`src/rtl/debounce_pkg.sv`:
```
// Shared definitions for the multi-channel debouncer: FSM state encoding and
// the filter window length helper.
package debounce_pkg;

  typedef enum logic [1:0] {
    ZERO  = 2'b00,
    WAIT0 = 2'b01,
    ONE   = 2'b10,
    WAIT1 = 2'b11
  } db_state_e;

  // Number of counted cycles a new level must persist before it is accepted.
  function automatic int window_len(input int n);
    return (1 << n) - 1;
  endfunction

endpackage

```
`src/rtl/debounce_multi_if.sv`:
```
// Bundle of raw switch inputs, shared count enable and debounced outputs.
interface debounce_multi_if #(
  parameter int CH = 4
);

  logic [CH-1:0] sw;
  logic          cnt_en;
  logic [CH-1:0] db_level;
  logic [CH-1:0] rise_tick;
  logic [CH-1:0] fall_tick;
  logic          busy;

  modport master (
    output sw, cnt_en,
    input  db_level, rise_tick, fall_tick, busy
  );

  modport slave (
    input  sw, cnt_en,
    output db_level, rise_tick, fall_tick, busy
  );

endinterface

```
`src/rtl/debounce_chan.sv`:
```
// One debounce channel: multi-flop synchroniser followed by a four-state
// FSMD whose down-counter times the stability window.
module debounce_chan
  import debounce_pkg::*;
#(
  parameter int N           = 21,
  parameter int SYNC_STAGES = 2
) (
  input  logic clk,
  input  logic reset_n,
  input  logic sw,
  input  logic cnt_en,
  output logic db_level,
  output logic rise_tick,
  output logic fall_tick,
  output logic waiting
);

  logic [SYNC_STAGES-1:0] sync_q, sync_d;
  db_state_e              state_q, state_d;
  logic [N-1:0]           cnt_q, cnt_d, cnt_dec;
  logic                   level_q, level_d;
  logic                   rise_q, rise_d;
  logic                   fall_q, fall_d;
  logic                   s;

  assign s       = sync_q[SYNC_STAGES-1];
  assign cnt_dec = cnt_q - N'(1);
  assign sync_d  = {sync_q[SYNC_STAGES-2:0], sw};

  always_comb begin
    state_d = state_q;
    cnt_d   = cnt_q;
    rise_d  = 1'b0;
    fall_d  = 1'b0;
    case (state_q)
      ZERO: begin
        if (s) begin
          cnt_d   = '1;
          state_d = WAIT1;
        end
      end
      WAIT1: begin
        if (!s) begin
          state_d = ZERO;
        end else if (cnt_en) begin
          cnt_d = cnt_dec;
          if (cnt_dec == '0) begin
            state_d = ONE;
            rise_d  = 1'b1;
          end
        end
      end
      ONE: begin
        if (!s) begin
          cnt_d   = '1;
          state_d = WAIT0;
        end
      end
      WAIT0: begin
        if (s) begin
          state_d = ONE;
        end else if (cnt_en) begin
          cnt_d = cnt_dec;
          if (cnt_dec == '0) begin
            state_d = ZERO;
            fall_d  = 1'b1;
          end
        end
      end
      default: state_d = ZERO;
    endcase
    // Outputs follow the next state so they land on the same edge as the state.
    level_d = (state_d == ONE) || (state_d == WAIT0);
    waiting = (state_d == WAIT1) || (state_d == WAIT0);
  end

  always_ff @(posedge clk) begin
    if (!reset_n) begin
      sync_q  <= '0;
      state_q <= ZERO;
      cnt_q   <= '0;
      level_q <= 1'b0;
      rise_q  <= 1'b0;
      fall_q  <= 1'b0;
    end else begin
      sync_q  <= sync_d;
      state_q <= state_d;
      cnt_q   <= cnt_d;
      level_q <= level_d;
      rise_q  <= rise_d;
      fall_q  <= fall_d;
    end
  end

  assign db_level  = level_q;
  assign rise_tick = rise_q;
  assign fall_tick = fall_q;

endmodule

```
`src/rtl/debounce_multi.sv`:
```
// CH independent debounce channels sharing one count enable, plus a
// registered busy flag covering every channel that is mid-window.
module debounce_multi
  import debounce_pkg::*;
#(
  parameter int CH          = 4,
  parameter int N           = 21,
  parameter int SYNC_STAGES = 2
) (
  input  logic             clk,
  input  logic             reset_n,
  debounce_multi_if.slave  bus
);

  logic [CH-1:0] level_vec;
  logic [CH-1:0] rise_vec;
  logic [CH-1:0] fall_vec;
  logic [CH-1:0] waiting_vec;
  logic          busy_q, busy_d;

  for (genvar i = 0; i < CH; i++) begin : g_chan
    debounce_chan #(
      .N           (N),
      .SYNC_STAGES (SYNC_STAGES)
    ) u_chan (
      .clk       (clk),
      .reset_n   (reset_n),
      .sw        (bus.sw[i]),
      .cnt_en    (bus.cnt_en),
      .db_level  (level_vec[i]),
      .rise_tick (rise_vec[i]),
      .fall_tick (fall_vec[i]),
      .waiting   (waiting_vec[i])
    );
  end

  // waiting reflects each channel's next state, so busy lines up with db_level.
  always_comb begin
    busy_d = |waiting_vec;
  end

  always_ff @(posedge clk) begin
    if (!reset_n) begin
      busy_q <= 1'b0;
    end else begin
      busy_q <= busy_d;
    end
  end

  assign bus.db_level  = level_vec;
  assign bus.rise_tick = rise_vec;
  assign bus.fall_tick = fall_vec;
  assign bus.busy      = busy_q;

endmodule
```
`src/flat_wrapper.sv`:
```
// flat-port wrapper written by rule: the top's interface ports become plain ports
module debounce_multi_flat import debounce_pkg::*;
#(
  parameter int CH          = 4,
  parameter int N           = 21,
  parameter int SYNC_STAGES = 2
)
  (clk, reset_n, bus_sw, bus_cnt_en, bus_db_level, bus_rise_tick, bus_fall_tick, bus_busy);
  debounce_multi_if #(.CH(CH)) bus_i ();
  input  logic clk;
  input  logic reset_n;
  input wire logic [$bits(bus_i.sw)-1:0] bus_sw;
  input wire logic [$bits(bus_i.cnt_en)-1:0] bus_cnt_en;
  output wire logic [$bits(bus_i.db_level)-1:0] bus_db_level;
  output wire logic [$bits(bus_i.rise_tick)-1:0] bus_rise_tick;
  output wire logic [$bits(bus_i.fall_tick)-1:0] bus_fall_tick;
  output wire logic [$bits(bus_i.busy)-1:0] bus_busy;
  assign bus_i.sw = bus_sw;
  assign bus_i.cnt_en = bus_cnt_en;
  assign bus_db_level = bus_i.db_level;
  assign bus_rise_tick = bus_i.rise_tick;
  assign bus_fall_tick = bus_i.fall_tick;
  assign bus_busy = bus_i.busy;
  debounce_multi #(.CH(CH), .N(N), .SYNC_STAGES(SYNC_STAGES)) u_core (.clk(clk), .reset_n(reset_n), .bus(bus_i));
endmodule
```
`config.mk`:
```
export PLATFORM = sky130hd
export DESIGN_NAME = debounce_multi_flat
export DESIGN_NICKNAME = d
export VERILOG_FILES = /design/src/rtl/debounce_pkg.sv /design/src/rtl/debounce_multi_if.sv /design/src/rtl/debounce_chan.sv /design/src/rtl/debounce_multi.sv /design/src/flat_wrapper.sv
export SDC_FILE = /design/constraint.sdc
export NUM_CORES = 1
export LEC_CHECK = 0
export ABC_AREA = 1
export CORE_MARGIN = 5
export CORE_UTILIZATION = 55
export CTS_BUF_LIST = sky130_fd_sc_hd__clkbuf_8 sky130_fd_sc_hd__clkbuf_16
export DETAILED_ROUTE_END_ITERATION = 10
export DONT_BUFFER_PORTS = 1
export PLACE_DENSITY = 0.7
export SLEW_MARGIN = 30
export SYNTH_ARGS = -nofsm -noshare
export SYNTH_HDL_FRONTEND = slang
export SYNTH_HIERARCHICAL = 1
export SYNTH_SLANG_ARGS = --single-unit
```
`constraint.sdc`:
```
create_clock -name clk -period 2.8 [get_ports clk]
set_clock_uncertainty 0.1 [all_clocks]
set_input_delay 0.42 -clock clk [delete_from_list [all_inputs] [get_ports clk]]
set_output_delay 0.42 -clock clk [all_outputs]
set_load 0.01 [all_outputs]
```
# == Word level (Yosys, flattened, before mapping) ==
# Cells that the tools add are included.
# Widths: inputs -> output; s select.
# word_totals
regBits,113
inputBits,7
# op_classes
n_bitwise,5
n_reduce_logical,29
n_eq_ne,40
muxes,68
addsub,4
# ops
operator,count
$mux 21,20
$pmux 21 s4,4
$logic_not 21->1,4
$sub 21x1->21 const B,4
$mux 2,32
$eq 2x2->1 const B,16
$ne 2x2->1 const B,16
$pmux 2 s4,4
$eq 2x1->1 const B,8
$reduce_and 4->1,4
$reduce_and 3->1,4
$reduce_or 3->1,4
$logic_not 2->1,4
$logic_or 1x1->1,8
$mux 1,8
$not 1->1,5
$reduce_or 4->1,1

# == Depth between registers and ports, before layout ==
# Gate-level depths: netlist (run 1).
# logic_depth
ltp_word,9
mapped_depth,17
depth_no_buf,17

# == Cells and area by module ==
# The synthesis (run 1) kept the hierarchy.
# by_module_without_submodules
module,area_each_um2,instances,seq_area_each_um2,cells_per_inst
debounce_chan at u_core.g_chan[2].u_chan ...,1690.4,2,560.5,255
debounce_chan at u_core.g_chan[0].u_chan ...,1685.4,2,560.5,249
debounce_multi,36.3,1,20.0,5

# == Worst setup path before layout (run 1) ==
# No wires, ideal clock.
# synth_path
path_kind,register -> register
from,register u_core.g_chan[1].u_chan.cnt_q[0]
to,register u_core.busy_q (netlist: u_core/bus.busy)
t_arrival_ns,1.774
synth_period_minus_slack_ns,1.991
n_path_buf,0
path_stages_with_launch,13
setup_time_ns,0.117
path_slack_ns,0.809
t_required_ns,2.583
path_cell_list,dfxtp_1 > inv_1 > ha_1 > nand2_1 > nor2_4 > nand2_2 > xor2_1 > nor2_4 > nand3_2 > o21bai_2 > nand2_2 > nor2_1 > a21oi_1
# synth_between
elab_chain_cells,9
# synth_rtl
element,line_no,text
"start, declared",debounce_chan.sv:21,"logic [N-1:0] cnt_q, cnt_d, cnt_dec;"
"start signal, assigned",debounce_chan.sv:89,cnt_q <= cnt_d;
$sub 21x1->21 *,debounce_chan.sv:28,assign cnt_dec = cnt_q - N'(1);
$logic_not 21->1 *,"debounce_chan.sv:48, debounce_chan.sv:65",
$mux 2 (on tied branches),"debounce_chan.sv:65, debounce_chan.sv:48",
$mux 2 (on tied branches),"debounce_chan.sv:63, debounce_chan.sv:46",
$mux 2 (on tied branches),"debounce_chan.sv:61, debounce_chan.sv:44",
$pmux 2 s4 *,debounce_chan.sv:36,case (state_q)
$eq 2x2->1 / $eq 2x1->1 (equally long branches),debounce_chan.sv:75,waiting = (state_d == WAIT1) || (state_d == WAIT0);
$logic_or 1x1->1 *,debounce_chan.sv:75,
net u_core.waiting_vec[1],debounce_multi.sv:18,logic [CH-1:0] waiting_vec;
$reduce_or 4->1 *,debounce_multi.sv:39,busy_d = |waiting_vec;
"end signal, assigned",debounce_multi.sv:46,busy_q <= busy_d;
"end, declared",debounce_multi.sv:19,"logic busy_q, busy_d;"
# The timed path passes the listed nets; every way through them passes the cells marked *.
# A chain may end at the register's enable or synchronous reset.

# == Final worst setup path (run 1) ==
# layout_path
from,register u_core.g_chan[0].u_chan.cnt_q[0]
to,register u_core.busy_q (netlist: u_core/bus.busy)
# layout_between
elab_chain_cells,9
# layout_rtl
element,line_no
"start, declared",debounce_chan.sv:21
"start signal, assigned",debounce_chan.sv:89
$sub 21x1->21 *,debounce_chan.sv:28
$logic_not 21->1 *,"debounce_chan.sv:48, debounce_chan.sv:65"
$mux 2 (on tied branches),"debounce_chan.sv:65, debounce_chan.sv:48"
$mux 2 (on tied branches),"debounce_chan.sv:63, debounce_chan.sv:46"
$mux 2 (on tied branches),"debounce_chan.sv:61, debounce_chan.sv:44"
$pmux 2 s4 *,debounce_chan.sv:36
$eq 2x2->1 / $eq 2x1->1 (equally long branches),debounce_chan.sv:75
$logic_or 1x1->1 *,debounce_chan.sv:75
net u_core.waiting_vec[0],debounce_multi.sv:18
$reduce_or 4->1 *,debounce_multi.sv:39
# Marked as above.

==> flow_summary.ini, run 1 <==
[pwr]
totalPowerFinal_mw = 5.35
p_leak_nw = 3.72
irDropWorstVdd_uv = 492
p_per_area_nw_per_um2 = 716

[placement]
dpl_worst_slack_ns = 0.365
io_buffers = 0
dp_hpwl_mm = 10.5
place_congestion = 0.875

[clock_network]
clockRootBuffer = clkbuf_16
postCtsSetupRepairBufs = 0
clockBufferDepth = 2
cts_made_buffers = 17
clk_latency_ns = 0.41
clk_pin_slew_worst_paths_ns = 0.05
cts.sinks = 113
h-tree-depth = 4
tritoncts = built

[outcome]
status = complete, no violations

[setup_path]
cp_num_cells = 13
endpoint = u_core/bus.busy$_SDFF_PN0_
crit_path_end_kind = flop
cp_num_buf_inv = 2
crit_start = u_core/g_chan[0].u_chan/cnt_q[0]$_SDFFE_PN0P_
rr_endpoint = u_core/bus.busy$_SDFF_PN0_
r2r_cells = 13
cp.required_ns = 2.98
start_kind = flop
arrival_ns = 2.67
crit_chain = inv_1, ha_1, nand2_1, nor2_4, nand2_2, o21ai_1, nand2_1, inv_1, nand3_2, o21bai_2, nand2_2, nor2_1, a21oi_1
critPathKind = flop to flop
max_stage_delay_ns = 0.32
r2r_start = u_core/g_chan[0].u_chan/cnt_q[0]$_SDFFE_PN0P_
cpMaxStageDelayCell = ha_1
crit_family = simple AND/OR/NAND/NOR gates
crit_fanout = 7
r2r_slack_ns = 0.30

[sta]
finalWorstSetupSlack_ns = 0.304
max_slew.worst_pin.slew_ns = 0.547
fin_crit_ns = 2.50
post-route-period-util_pct = 89.1
timing.fmax_mhz = 401
setup-violations-final = 0
tns_ns = 0
max_slew_margin_pct = 63.5
slew_violations = 0
rsz0062_at_grt = false
hold_violations = 0

[synth]
synth_area_per_cell_um2 = 6.70
netlist_top_cells_area = dfxtp_1 (33%), nand2_1 (13%), inv_1 (8.8%)
ys_ff_latch = 113
seq_area_frac_synth_pct = 33.3
synthCells = 1013
synth_largest_area_cell = dfxtp_1
syn_nets = 1028
ys_warn_count = 6
netlist_area_um2 = 6790
synth.distinct_cells = 32
yosys.area.top_type_share_pct = 33.3

[drt]
wl_per_cell_um = 12.6
route.detailed.drc = 0
dr.pass1.iters = 6
ant_nets = 0
vias_per_cell = 5.21
drt-total-wl_mm = 15.2
vias = 6248
dr.first_iter.drc_count = 679

[flow_run]
cap_violations = 0

[hold_path]
hold_path.class = primary input to flop

[die]
start_util_pct = 56.3
row_count = 40
dieArea_um2 = 14700
dieHeight_um = 121
die_w_um = 121
core_um2 = 12100
num_io_pins = 20

[layout]
num_antenna_cells = 0
syn_to_final_growth_pct = 10.1
drive_gt1_share_pct = 14.1
layout.nets = 1036
post-route-util_pct = 62.0
nFillCells = 1126

[global_route]
grt_pass1_vias = 5897
grt_pass1_wl_mm = 26.8
grt_start_max_net_pins = 96
gr-total-overflow = 0
grt_use_total_pct = 22.3
antenna_found_initial = 0
==> where the power goes <==
part,total [mW],switching [mW],internal (mW)
combinational,1.50,1.00,0.504
clock,1.95,0.694,1.25
sequential,1.90,0.151,1.75
total,5.35,1.84,3.51
==> per-layer routing <==
| metal | vias to the layer above | global-route usage (%) | wire length [µm] |
|---|---|---|---|
| li1 | 3282 | - | - |
| met1 | 2806 | 29.5 | 7550 |
| met2 | 143 | 35.7 | 6780 |
| met3 | 17 | 5.55 | 627 |
| met4 | 0 | 7.51 | 193 |
| met5 | - | 0 | 0 |
==> layout make-up <==
class,instances,area [µm²],area share (%)
Inverter,171,642,8.59
Tap cell,168,210,2.81
Clock inverter,10,71.3,0.954
Multi-Input combinational cell,709,3750,50.2
Sequential cell,113,2260,30.3
Timing Repair Buffer,9,72.6,0.971
Clock buffer,20,467,6.24
==> cells by family after synthesis <==
family,after synthesis,share of synthesized area (%)
flops,113,33.3
buf+inv,191,11.4
xor+xnor,8,1.03
fa+ha+maj,8,1.47
simple gates,564,39.8
compound gates,129,12.9
==> worst min path at each step <==
stage	from	to	cells past startpoint
global route	reset_n	u_core/g_chan[3].u_chan/state_q[1]$_SDFF_PN0_	2
finish	bus_sw[0]	u_core/g_chan[0].u_chan/sync_q[0]$_SDFF_PN0_	2
CTS	reset_n	u_core/g_chan[0].u_chan/sync_q[1]$_SDFF_PN0_	2
floorplan	u_core/g_chan[0].u_chan/sync_q[0]$_SDFF_PN0_	u_core/g_chan[0].u_chan/sync_q[1]$_SDFF_PN0_	2
detailed placement	u_core/g_chan[3].u_chan/sync_q[0]$_SDFF_PN0_	u_core/g_chan[3].u_chan/sync_q[1]$_SDFF_PN0_	2
global placement	u_core/g_chan[0].u_chan/sync_q[0]$_SDFF_PN0_	u_core/g_chan[0].u_chan/sync_q[1]$_SDFF_PN0_	2
==> stage by stage <==
step                      hold WS [ns]  instances  cell area (µm²)
after global routing           0.00625       1200             7470
after floorplan                  0.290       1013             6790
after detailed placement         0.300       1168             6920
final                           0.0121       1200             7470
after CTS                     0.000886       1200             7470
after global placement           0.293       1168             6920
==> synth_stat cells (all sizes together) <==
master and count:
a21oi 19, a221oi 14, a31oi 12, buf 6, clkbuf 14, clkinv 2, dfxtp 113, ha 8
inv 169, nand2 266, nand3 80, nand3b 12, nand4 18, nor2 180, o211ai 10, o21ai 38
o21bai 2, o221ai 34, or2 8, xnor2 2, xor2 6
==> registers in the layout, summed over array words and instances, names as in the netlist <==
signal / cells
u_core/g_chan.u_chan/cnt_q: 84
u_core/g_chan.u_chan/state_q: 8
u_core/g_chan.u_chan/sync_q: 8
u_core/g_chan.u_chan/db_level: 4
u_core/g_chan.u_chan/fall_tick: 4
u_core/g_chan.u_chan/rise_tick: 4
u_core/bus.busy: 1
==> cells in the final DEF (no fill, tap or decap) <==
master         count
nand3_1           68
inv_1            162
or2_2              6
o211ai_1          10
xnor2_1            2
nand2_1          232
o21bai_2           2
clkinv_2           6
nand4_1           18
nand2_4            2
xor2_1             6
nor2_8             2
nor2_2            32
or2_1              2
buf_4              7
dfxtp_1          113
clkinv_1           2
clkbuf_8           3
o21ai_0           32
nand2_2           32
ha_1               8
a21oi_1           19
nand3_2           12
o221ai_1          34
nor2_4            14
a31oi_1           12
a221oi_1          14
nand3b_1          12
inv_2             10
dlygate4sd3_1      2
clkbuf_16         17
nor2_1           132
o21ai_1            6
bufinv_16          1
==> timing repair <==
action / 4_1_cts / 5_1_grt
resized for setup: 0 / 0
hold buffers: 2 / 0
endpoints found under the setup margin: 0 / 0
endpoints found under the hold margin: 2 / 0
No activity file was read; power rests on OpenSTA's default activity.
==> run 2: changes to the inputs <==
--- a/config.mk
+++ b/config.mk
@@ -10,8 +10,7 @@
 export CORE_UTILIZATION = 55
 export CTS_BUF_LIST = sky130_fd_sc_hd__clkbuf_8 sky130_fd_sc_hd__clkbuf_16
 export DETAILED_ROUTE_END_ITERATION = 10
-export DONT_BUFFER_PORTS = 1
-export PLACE_DENSITY = 0.7
+export PLACE_DENSITY = 0.72
 export SLEW_MARGIN = 30
 export SYNTH_ARGS = -nofsm -noshare
 export SYNTH_HDL_FRONTEND = slang
==> flow_summary.ini, run 2 (synthesis gave the netlist of run 1 again) <==
[hold_path]
hold_path.class = flop to flop

[sta]
finalWorstSetupSlack_ns = 0.444
rsz0062_at_grt = false
tns_ns = 0
slew_violations = 0
hold_violations = 0
setup-violations-final = 0
max_slew.worst_pin.slew_ns = 0.650
post-route-period-util_pct = 84.1
max_slew_margin_pct = 56.7
fin_crit_ns = 2.36
timing.fmax_mhz = 425

[setup_path]
cp_common_cell = nand2_1
crit_fanout = 9
cpMaxStageDelayCell = ha_1
critPathKind = flop to flop
crit_chain = inv_1, ha_1, nand2_2, nor2_8, nand2_1, nand2_1, nand2_1, inv_1, nand3_1, nor2_1, nand3_2, nand2_2, nand2_4, nor2_1, a21oi_1
start_kind = flop
crit_family = simple AND/OR/NAND/NOR gates
cp_num_buf_inv = 2
cp.required_ns = 3.00
arrival_ns = 2.55
crit_path_end_kind = flop
max_stage_delay_ns = 0.36

[drt]
vias_per_cell = 5.22
drt-total-wl_mm = 15.5
dr.first_iter.drc_count = 443
dr.pass1.iters = 5
route.detailed.drc = 0
wl_per_cell_um = 12.6
ant_nets = 0
vias = 6381

[layout]
max_flop_register = u_core/g_chan.u_chan/cnt_q
final_cell_mix = nand2_1 (232), inv_1 (161), nor2_1 (132), dfxtp_1 (113), nand3_1 (68)
layout.nets = 1059
post-route-util_pct = 64.1
num_antenna_cells = 0
top_regs = u_core/g_chan.u_chan/cnt_q x84, u_core/g_chan.u_chan/state_q x8, u_core/g_chan.u_chan/sync_q x8
largest_reg_flops = 84
layout_commonest_cell = nand2_1
syn_to_final_growth_pct = 14.0
drive_gt1_share_pct = 14.6

[global_route]
grt_pass1_vias = 5801
grt_pass1_wl_mm = 26.6
gr-total-overflow = 0
gr-usage-met3_pct = 5.50
grt_use_total_pct = 22.2
gr-max-usage-layer = met2
antenna_found_initial = 0
grt.met2_usage_pct = 35.3
grt_start_max_net_pins = 37
use_met1_pct = 29.7

[pwr]
irDropWorstVdd_uv = 515
p_leak_nw = 3.83
p_per_area_nw_per_um2 = 723

[die]
core_um2 = 12100
start_util_pct = 56.3
row_count = 40
num_io_pins = 20
dieHeight_um = 121
die_w_um = 121
dieArea_um2 = 14700

[clock_network]
clk_latency_ns = 0.41
clockBufferDepth = 2
h-tree-depth = 4
clk_pin_slew_worst_paths_ns = 0.05
clockRootBuffer = clkbuf_16
cts.sinks = 113
cts_resized = 0
postCtsSetupRepairBufs = 0
tritoncts = built
cts_made_buffers = 17
hold_buffers = 0

[outcome]
status = complete, no violations

[placement]
io_buffers = 19
dpl_worst_slack_ns = 0.366
dp_hpwl_mm = 11.0
place_congestion = 0.916

[flow_run]
cap_violations = 0
==> run 2: cell types whose count changed in the layout (fill, tap and decap cells not counted), sizes merged <==
cell           before  now
clkbuf             20   23
buf                 7   14
clkinv              8    5
clkdlybuf4s50       0   18
bufinv              1    2
dlygate4sd3         2    0
inv               172  171
==> run 2: routing by layer <==
metal	up-vias	part of all wire [%]	routed length, µm
met1	2889	49	7620
li1	3341	-	-
met4	0	1.0	162
met3	16	4.3	662
met2	135	45	7020
met5	-	0	0
==> run 2: tightest hold or removal path: cells and delay by family (launching register included) <==
family / cells / cell delay [ns]
DFF: 1 / 0.31
buffers and inverters: 1 / 0.04
and+or+nand+nor: 1 / 0.05
==> run 2: area by class of cell <==
cell class / count / area (µm²)
Clock inverter: 7 / 82.6
Timing Repair Buffer: 32 / 283
Clock buffer: 23 / 508
Tap cell: 168 / 210
Inverter: 171 / 642
Fill cell: 1118 / 4330
Multi-Input combinational cell: 709 / 3750
Sequential cell: 113 / 2260
==> run 2: worst paths after layout <==
kind / start / depth (start not counted) / slack, ns / endpoint
worst max-delay path: u_core/g_chan[2].u_chan/cnt_q[0]$_SDFFE_PN0P_ / 15 / 0.44 / u_core/bus.busy$_SDFF_PN0_
worst min-delay path: u_core/g_chan[0].u_chan/sync_q[0]$_SDFF_PN0_ / 2 / 0.32 / u_core/g_chan[0].u_chan/sync_q[1]$_SDFF_PN0_
worst max register to register: u_core/g_chan[2].u_chan/cnt_q[0]$_SDFFE_PN0P_ / 15 / 0.44 / u_core/bus.busy$_SDFF_PN0_
worst min register to register: u_core/g_chan[0].u_chan/sync_q[0]$_SDFF_PN0_ / 2 / 0.32 / u_core/g_chan[0].u_chan/sync_q[1]$_SDFF_PN0_
==> run 2: power by group <==
| part | switching (mW) | total, mW | internal, mW |
|---|---|---|---|
| registers | 0.145 | 1.90 | 1.75 |
| clock network | 0.710 | 2.14 | 1.43 |
| logic | 1.04 | 1.56 | 0.524 |
| total | 1.89 | 5.59 | 3.70 |
==> run 2: per-stage QoR <==
stage | power, mW | hold WS (ns) | cell area [µm²] | instances
detailed placement | 3.46 | 0.312 | 7150 | 1193
floorplan | 3.15 | 0.290 | 6790 | 1013
finish | 5.59 | 0.323 | 7740 | 1223
global placement | 3.45 | 0.299 | 7150 | 1193
global route | 5.95 | 0.358 | 7740 | 1223
CTS | 5.62 | 0.324 | 7740 | 1223
